[config.mk]
export PLATFORM = sky130hd
export DESIGN_NAME = div_iter
export DESIGN_NICKNAME = d
export VERILOG_FILES = /design/src/rtl/cpu_pkg.sv /design/src/rtl/div_iter.sv
export SDC_FILE = /design/constraint.sdc
export NUM_CORES = 1
export LEC_CHECK = 0
export ABC_AREA = 1
export BUFFER_PORTS_ARGS = -buffer_cell sky130_fd_sc_hd__buf_2
export CAP_MARGIN = 20
export CORE_MARGIN = 1
export CORE_UTILIZATION = 40
export CTS_CLUSTER_SIZE = 24
export DETAILED_ROUTE_END_ITERATION = 8
export SLEW_MARGIN = 20
export SYNTH_ARGS = -nofsm -noshare
export SYNTH_HDL_FRONTEND = slang
export SYNTH_SLANG_ARGS = --single-unit
[constraint.sdc]
create_clock -name clk -period 14.9 [get_ports clk]
set_clock_uncertainty 0.1 [all_clocks]
set_input_delay 1.49 -clock clk [delete_from_list [all_inputs] [get_ports clk]]
set_output_delay 1.49 -clock clk [all_outputs]
set_load 0.005 [all_outputs]
[src/rtl/cpu_pkg.sv]
// Shared cpu package: fixed-width integer aliases and the iterative divider state type.
package cpu_pkg;

  typedef logic [31:0] uint32_t;
  typedef logic [63:0] uint64_t;

  typedef enum logic [1:0] {
    IDLE = 2'd0,
    BUSY = 2'd1,
    DONE = 2'd2
  } div_state_t;

endpackage

[src/rtl/div_iter.sv]
// Iterative restoring radix-2 divider, one quotient bit per BUSY cycle.
// Result is {quotient, remainder}; a zero divisor yields {all ones, raw dividend}.
// Optional macro DIV_ZERO_FAST_EN: a zero-divisor accept skips the iterations
// and goes straight to DONE.
module div_iter
  import cpu_pkg::*;
#(
  parameter int unsigned WIDTH  = 32,
  parameter bit          SIGNED = 1'b0
) (
  input  logic               clk,
  input  logic               reset,
  input  logic               s_axis_dividend_tvalid,
  output logic               s_axis_dividend_tready,
  input  logic [WIDTH-1:0]   s_axis_dividend_tdata,
  input  logic               s_axis_divisor_tvalid,
  output logic               s_axis_divisor_tready,
  input  logic [WIDTH-1:0]   s_axis_divisor_tdata,
  output logic               m_axis_dout_tvalid,
  output logic [2*WIDTH-1:0] m_axis_dout_tdata
);

  localparam int unsigned CW        = $clog2(WIDTH) + 1;
  localparam uint32_t     LAST_STEP = WIDTH - 1;

  div_state_t       state, state_next;
  logic [CW-1:0]    cnt;
  logic [WIDTH-1:0] rem;
  logic [WIDTH-1:0] quo;
  logic [WIDTH-1:0] dvs_mag;
  logic [WIDTH-1:0] dvd_raw;
  logic             neg_q;
  logic             neg_r;
  logic             dvs_zero;

  logic             accept;
  logic             last_step;
  logic             in_dvs_zero;
  logic [WIDTH:0]   shifted;
  logic [WIDTH:0]   trial;
  logic             ge;
  logic [WIDTH-1:0] rem_step;
  logic [WIDTH-1:0] quo_step;
  logic [WIDTH-1:0] q_fix;
  logic [WIDTH-1:0] r_fix;

  function automatic logic [WIDTH-1:0] mag(input logic [WIDTH-1:0] x);
    return (SIGNED && x[WIDTH-1]) ? -x : x;
  endfunction

  assign accept      = (state == IDLE) && s_axis_dividend_tvalid && s_axis_divisor_tvalid;
  assign last_step   = (state == BUSY) && (cnt == LAST_STEP[CW-1:0]);
  assign in_dvs_zero = (s_axis_divisor_tdata == '0);

  assign s_axis_dividend_tready = (state == IDLE);
  assign s_axis_divisor_tready  = (state == IDLE);
  assign m_axis_dout_tvalid     = (state == DONE);

  // Restoring step on magnitudes, then sign fix-up of the final step's outputs.
  always_comb begin
    shifted  = {rem, quo[WIDTH-1]};
    trial    = shifted - {1'b0, dvs_mag};
    ge       = ~trial[WIDTH];
    rem_step = ge ? trial[WIDTH-1:0] : shifted[WIDTH-1:0];
    quo_step = {quo[WIDTH-2:0], ge};
    q_fix    = neg_q ? -quo_step : quo_step;
    r_fix    = neg_r ? -rem_step : rem_step;
  end

  // State register.
  always_ff @(posedge clk or posedge reset) begin
    if (reset) state <= IDLE;
    else       state <= state_next;
  end

  // Next-state: accept only with both operands valid, WIDTH BUSY steps, one DONE cycle.
  always_comb begin
    state_next = state;
    case (state)
      IDLE: begin
        if (accept) begin
`ifdef DIV_ZERO_FAST_EN
          state_next = in_dvs_zero ? DONE : BUSY;
`else
          state_next = BUSY;
`endif
        end
      end
      BUSY:    if (last_step) state_next = DONE;
      DONE:    state_next = IDLE;
      default: state_next = IDLE;
    endcase
  end

  // Operand latch on accept and one iteration per BUSY cycle.
  always_ff @(posedge clk or posedge reset) begin
    if (reset) begin
      cnt      <= '0;
      rem      <= '0;
      quo      <= '0;
      dvs_mag  <= '0;
      dvd_raw  <= '0;
      neg_q    <= 1'b0;
      neg_r    <= 1'b0;
      dvs_zero <= 1'b0;
    end else if (accept) begin
      cnt      <= '0;
      rem      <= '0;
      quo      <= mag(s_axis_dividend_tdata);
      dvs_mag  <= mag(s_axis_divisor_tdata);
      dvd_raw  <= s_axis_dividend_tdata;
      neg_q    <= SIGNED && (s_axis_dividend_tdata[WIDTH-1] ^ s_axis_divisor_tdata[WIDTH-1]);
      neg_r    <= SIGNED && s_axis_dividend_tdata[WIDTH-1];
      dvs_zero <= in_dvs_zero;
    end else if (state == BUSY) begin
      cnt <= cnt + CW'(1);
      rem <= rem_step;
      quo <= quo_step;
    end
  end

  // Result register, written only when entering DONE so it holds until the next result.
  always_ff @(posedge clk or posedge reset) begin
    if (reset) begin
      m_axis_dout_tdata <= '0;
    end else if (last_step) begin
      m_axis_dout_tdata <= dvs_zero ? {{WIDTH{1'b1}}, dvd_raw} : {q_fix, r_fix};
`ifdef DIV_ZERO_FAST_EN
    end else if (accept && in_dvs_zero) begin
      m_axis_dout_tdata <= {{WIDTH{1'b1}}, s_axis_dividend_tdata};
`endif
    end
  end

endmodule

==> impl_metrics.py, run 1 <==
metrics = {
    "run_status": {
        "status": "completed",
    },
    "critical_path": {
        "reg2regPathDepth": 17,
        "r2r-end": "rem[31]",
        "cpMaxStageDelayCell": "inv_1",
        "critical_path.top_delay_family": "buffers and inverters",
        "critPathKind": "input port to register",
        "r2r_start": "quo[31]",
        "worstPathArrival_ns": 4.31,
        "r2r_slack_ns": 11.24,
        "required_ns": 15.22,
        "start_kind": "input port",
        "crit_path_end_kind": "register",
        "max_stage_delay_ns": 0.73,
        "critPathBufInv": 4,
        "path_cells": "buf_2 > nand3_2 > buf_4 > inv_2 > nor2_4 > inv_1 > o221ai_1",
        "critPathMaxFanout": 85,
    },
    "global_route": {
        "grt_max_degree": 132,
        "grt_overflow": 0,
        "grt_pass1_wl_um": 50300,
        "grt_pass1_vias": 9445,
        "track_usage_pct": 22.1,
        "antenna_found_initial": 0,
    },
    "placement": {
        "placed_cells": 2002,
        "gp_congestion": 0.879,
        "dpl.hpwl_um": 22500,
        "port_buffers": 134,
        "dpl_cell_area_um2": 12300,
    },
    "clocking": {
        "cts.repair.resized": 0,
        "clkSinkCount": 201,
        "cts_buffers": 24,
        "clockBufferDepth": 3,
        "post-cts-setup-buffer-count": 0,
        "cts.clk_slew.worst_paths_ns": 0.06,
        "ctsHoldBuffers": 0,
        "clk_latency_ns": 0.54,
        "cts_tree": "yes",
        "cts-root-buf": "clkbuf_16",
        "htreeDepth": 1,
    },
    "hold_path": {
        "hold_class": "register to register",
        "min-delay-start": "m_axis_dout_tdata[2]",
        "whs_endpoint": "m_axis_dout_tdata[2]",
        "whs_path_depth": 2,
    },
    "route": {
        "num_vias": 10100,
        "viasPerCell": 4.96,
        "drtAntennaViolNets": 0,
        "drt_iter0_markers": 647,
        "wire_per_inst_um": 15.4,
        "drc": 0,
        "wirelength_um": 31500,
        "drtPass1Iterations": 5,
    },
    "synthesis": {
        "synthDistinctLibCells": 36,
        "syn_inst": 1542,
        "syn_nets": 1644,
        "synth-seq-area-share_pct": 44.5,
        "yosysWarnings": 0,
        "syn_avg_cell_area_um2": 7.34,
        "syn_area_um2": 11300,
        "ys_seq_elements": 201,
    },
    "timing": {
        "slew_headroom_pct": 30.1,
        "finalSetupTns_ns": 0,
        "finalSetupViolations": 0,
        "report.final.slew_viol_count": 0,
        "hold_viol": 0,
        "max_freq_mhz": 250,
        "fin_crit_sh_pct": 26.8,
        "rsz0062_at_grt": "false",
        "period_needed_ns": 3.99,
        "worst_slew_pin_slew_ns": 1.05,
    },
    "finish": {
        "nNetsFinal": 1752,
        "fin_area_um2": 13100,
        "n_antenna_cell": 0,
        "area_growth_syn_to_layout_pct": 15.5,
        "drive_gt1_share_pct": 13.9,
        "finalNonFillerCells": 2043,
    },
    "die": {
        "rows": 61,
        "start_util_pct": 40.7,
        "core_area_um2": 27800,
        "die_w_um": 170,
        "io_pins": 135,
        "die_area_um2": 29000,
        "dieHeight_um": 170,
    },
    "power": {
        "cellPowerDensity_nw_per_um2": 231,
        "vdd_drop_max_v": 0.0000920,
        "p_leak_nw": 7.30,
    },
    "job": {
        "maxCapViolations": 0,
    },
}
-- kinds of logic (layout without fill, tap and decap cells) --
logic type	count (synthesis)	count (layout)	share of synthesized area, %
XOR/XNOR	15	15	1.16
flip-flops	201	201	44.5
AND/OR/NAND/NOR	802	802	29.6
buffers and inverters	302	425	10.4
adder cells (fa/ha/maj)	34	34	3.83
AO/OA/AOI/OAI	188	188	10.6
-- cells in the mapped netlist --
master	instances	area share, %
nand2_1	542	18
inv_1	240	8.0
dfrtp_1	201	44
nand3_1	112	5.0
nor2_1	77	2.6
o21ai_0	74	3.3
a21oi_1	43	1.9
clkbuf_1	40	1.3
nand2_2	36	2.0
ha_1	33	3.6
a2bb2oi_1	30	2.3
o221ai_1	30	2.3
nand4_1	12	0.66
xor2_1	11	0.85
buf_2	8	0.35
buf_1	7	0.23
nor3_1	5	0.22
nor4_1	5	0.28
and2_1	4	0.22
o21bai_1	4	0.27
xnor2_1	4	0.31
buf_4	3	0.20
buf_6	3	0.30
a21oi_2	2	0.15
and3_1	2	0.11
nand2_4	2	0.20
nand3_2	2	0.18
nor2_2	2	0.11
a21o_1	1	0.066
a22o_1	1	0.077
a22oi_1	1	0.066
clkinv_1	1	0.033
fa_1	1	0.18
nor2_4	1	0.10
o211ai_1	1	0.066
o41ai_1	1	0.077
-- routing by layer --
metal | routed length (um) | global-route usage, % | part of all wire [%]
met1 | 15500 | 33.2 | 49
met4 | 473 | 4.78 | 1.5
met3 | 1880 | 3.14 | 6.0
met5 | 0 | 0 | 0
met2 | 13600 | 33.4 | 43
-- worst reg2reg max path, delay by kind of cell, from the launching register on --
kind | cells | cell delay, ns
AO/OA/AOI/OAI | 1 | 0.10
AND/OR/NAND/NOR | 12 | 2.18
buffers and inverters | 2 | 0.18
flip-flops | 1 | 0.39
adder cells (fa/ha/maj) | 2 | 0.59
-- flip-flops by register name (all words and copies together), names as in the netlist --
register / cells
cnt: 6
dvd_raw: 32
dvs_mag: 32
dvs_zero: 1
m_axis_dout_tdata: 64
quo: 32
rem: 32
state: 2
-- worst max-delay path by stage --
stage	start	to	slack (ns)	cells past startpoint
2_1_floorplan	reset	cnt[0]	7.83	1
3_3_place_gp	s_axis_divisor_tvalid	quo[10]	10.47	7
4_1_cts	s_axis_divisor_tvalid	quo[26]	10.97	7
3_5_place_dp	s_axis_dividend_tvalid	quo[2]	10.41	7
6_report	s_axis_divisor_tvalid	quo[10]	10.91	7
5_1_grt	s_axis_divisor_tvalid	quo[22]	10.69	7
-- cells in the final DEF, fill, tap and decap left out, drive strengths merged, types with 5 or more instances in the layout --
master   count
nand2      580
inv        242
dfrtp      201
buf        143
nand3      114
nor2        80
o21ai       74
a21oi       45
clkbuf      34
ha          33
a2bb2oi     30
o221ai      30
nand4       12
xor2        11
nor3         5
nor4         5
-- final cells by class --
class / instances / area, um^2
multi-input cells: 1039 / 5120
flip-flops and latches: 201 / 5030
fillers: 2930 / 14700
clock buffers: 34 / 709
repair buffers: 143 / 738
well taps: 378 / 473
inverters: 241 / 912
clock inverters: 7 / 76.3
-- per-stage QoR --
stage	setup WS (ns)	hold WS [ns]	power, W	util, %
floorplan	7.83	0.334	0.00203	-
global placement	10.47	0.357	0.00240	44.2
detailed placement	10.41	0.364	0.00241	44.2
CTS	10.97	0.377	0.00302	47.0
global route	10.69	0.400	0.00330	47.0
finish	10.91	0.377	0.00302	47.0
-- power by group --
part	total, W	switching (W)	leakage (nW)	internal [W]
Combinational	0.00162	0.00110	4.49	0.000527
Clock	0.000588	0.000239	0.386	0.000349
Sequential	0.000807	0.000101	2.43	0.000706
Power figures use the tool's default switching activity.
==> run 2: changes to the inputs <==
ABC_AREA = 0   (was 1)
clock period = 3.4 ns   (was 14.9 ns; I/O delays follow)
==> impl_metrics.py, run 2 <==
metrics = {
    "run_status": {
        "status": "finished with violations",
        "violations": "DRC",
    },
    "synthesis": {
        "synth.area.top_cells": "dfrtp_1 (47%), nand2_1 (7.5%), a21oi_1 (4.8%), ha_1 (3.9%), o21ai_0 (3.7%)",
        "syn_area_um2": 10700,
        "syn_avg_cell_area_um2": 8.81,
        "synth-seq-area-share_pct": 47.0,
        "ys_seq_elements": 201,
        "yosysWarnings": 0,
        "synthTopCellsByCount": "nand2_1 (214), dfrtp_1 (201), nor2_1 (104)",
        "ys.flop_type": "dfrtp_1",
        "async_flop_share_pct": 100,
        "synth_edf_count": 0,
        "syn_nets": 1316,
        "syn_inst": 1214,
        "synth_top_area_share_pct": 47.0,
        "synth_top_area_cell": "dfrtp_1",
        "synthDistinctLibCells": 75,
        "yosysMostFrequentCell": "nand2_1",
    },
    "clocking": {
        "post-cts-setup-buffer-count": 0,
        "clkSinkCount": 201,
        "cts.clk_slew.worst_paths_ns": 0.06,
        "clk_latency_ns": 0.53,
        "cts_tree": "yes",
        "cts_buffers": 23,
        "htreeDepth": 1,
        "cts-root-buf": "clkbuf_16",
        "clockBufferDepth": 3,
    },
    "placement": {
        "port_buffers": 134,
        "placed_cells": 1632,
        "gp_congestion": 0.922,
        "dpl.hpwl_um": 22700,
    },
    "die": {
        "rows": 59,
        "die_w_um": 166,
        "io_pins": 135,
        "die_area_um2": 27400,
        "core_area_um2": 26100,
        "start_util_pct": 40.9,
        "dieHeight_um": 166,
    },
    "critical_path": {
        "r2r_slack_ns": 0.27,
        "startpoint": "quo[31]",
        "required_ns": 3.66,
        "r2r_start": "quo[31]",
        "critPathCapture": "m_axis_dout_tdata[29]",
        "start_kind": "register",
        "crit_path_end_kind": "register",
        "critPathKind": "register to register",
        "reg2regPathDepth": 13,
        "critPathMaxFanout": 17,
        "r2r-end": "m_axis_dout_tdata[29]",
        "worstPathArrival_ns": 3.39,
    },
    "route": {
        "drc": 10,
        "route.met3.wl_um": 1670,
        "drt_iter0_markers": 610,
        "route.top_layer_used": "met4",
        "drtPass1Iterations": 9,
        "wl_met2_um": 14300,
        "wire_per_inst_um": 18.4,
        "wirelength_um": 31900,
        "wl_met1_um": 15500,
        "num_vias": 9475,
        "drtAntennaViolNets": 0,
        "viasPerCell": 5.46,
    },
    "global_route": {
        "grt_max_degree": 69,
        "grt_pass1_wl_um": 51100,
        "grt_overflow": 0,
        "track_usage_pct": 23.8,
        "antenna_found_initial": 0,
        "grt_pass1_vias": 9197,
    },
    "timing": {
        "slew_headroom_pct": 38.1,
        "hold_viol": 0,
        "period_needed_ns": 3.13,
        "rsz0062_at_grt": "false",
        "finalSetupTns_ns": 0,
        "fin_crit_sh_pct": 92.1,
        "report.final.slew_viol_count": 0,
        "max_freq_mhz": 319,
        "worst_slew_pin_slew_ns": 0.926,
        "finalSetupViolations": 0,
    },
    "finish": {
        "n_fill_cell": 2513,
        "n_antenna_cell": 0,
        "multi_input_area_um2": 5220,
        "drive_gt1_share_pct": 16.2,
        "largest_reg_flops": 64,
        "layout_common_cells": "nand2_1 (214), dfrtp_1 (201), buf_2 (134), nor2_1 (104), a21oi_1 (103)",
        "finalNonFillerCells": 1736,
        "area_growth_syn_to_layout_pct": 22.9,
        "nNetsFinal": 1489,
        "top_register": "m_axis_dout_tdata",
        "seqCellArea_um2": 5030,
        "mostFrequentLayoutCell": "nand2_1",
    },
    "power": {
        "cellPowerDensity_nw_per_um2": 981,
        "p_leak_nw": 6.05,
        "vdd_drop_max_v": 0.000465,
    },
    "hold_path": {
        "min-delay-start": "s_axis_dividend_tdata[27]",
        "hold_class": "input port to register",
    },
    "job": {
        "maxCapViolations": 0,
    },
}
-- run 2: worst min path at each step --
stage,to,slack [ns],depth (start not counted)
floorplan,dvd_raw[30],0.34,2
global placement,dvd_raw[2],0.35,2
detailed placement,dvd_raw[0],0.35,2
CTS,dvd_raw[27],0.002,3
global route,dvd_raw[27],0.02,3
finish,dvd_raw[27],0.01,3
-- run 2: cells by family after synthesis --
logic type	Yosys count	share of synthesized area, %
compound gates	353	20.2
xor+xnor	25	2.05
fa+ha+maj	34	4.05
buf+inv	118	4.43
flops	201	47.0
mux	36	3.38
simple gates	447	18.9
-- run 2: area by class of cell --
class	instances	area share (%)
repair buffers	222	11.9
flip-flops and latches	201	38.3
clock inverters	7	0.514
clock buffers	32	5.17
multi-input cells	895	39.7
well taps	335	3.19
inverters	44	1.28
-- run 2: per-layer routing --
layer,vias to the layer above,global-route usage (%)
li1,4615,-
met1,4581,35.6
met2,250,36.7
met3,29,3.35
met4,0,4.75
met5,-,0
-- run 2: power by group --
group	leakage (nW)	internal (W)	total, W	switching [W]
registers	2.41	0.00307	0.00366	0.000583
logic	3.27	0.00260	0.00678	0.00418
clock network	0.375	0.00146	0.00246	0.000993
-- run 2: metrics by stage --
| stage | setup slack [ns] | hold WS, ns | power [W] | cell area [um^2] | utilization, % |
|---|---|---|---|---|---|
| after CTS | 0.241 | 0.00229 | 0.0128 | 13100 | 50.2 |
| final | 0.270 | 0.0137 | 0.0129 | 13100 | 50.3 |
| after global routing | 0.0112 | 0.0242 | 0.0138 | 13100 | 50.3 |
| after detailed placement | 0.252 | 0.354 | 0.0102 | 11700 | 44.9 |
| after global placement | 0.355 | 0.351 | 0.0102 | 11700 | 44.9 |
| after floorplan | 0.358 | 0.337 | 0.00849 | 10700 | - |
-- run 2: timing repair --
item                      CTS  global route
hold endpoints to repair  128             0
hold buffers               64             0
resized for setup           0             0
-- run 2: critical path: stages (launching register included) --
cell      delay, ns
dfrtp_1        0.35
inv_1          0.08
ha_1           0.17
inv_1          0.05
fa_1           0.42
a211oi_2       0.26
o211ai_1       0.19
nand3_2        0.15
a21oi_4        0.09
or2_4          0.29
nand3_4        0.07
buf_4          0.30
mux2i_1        0.31
o21ai_1        0.11
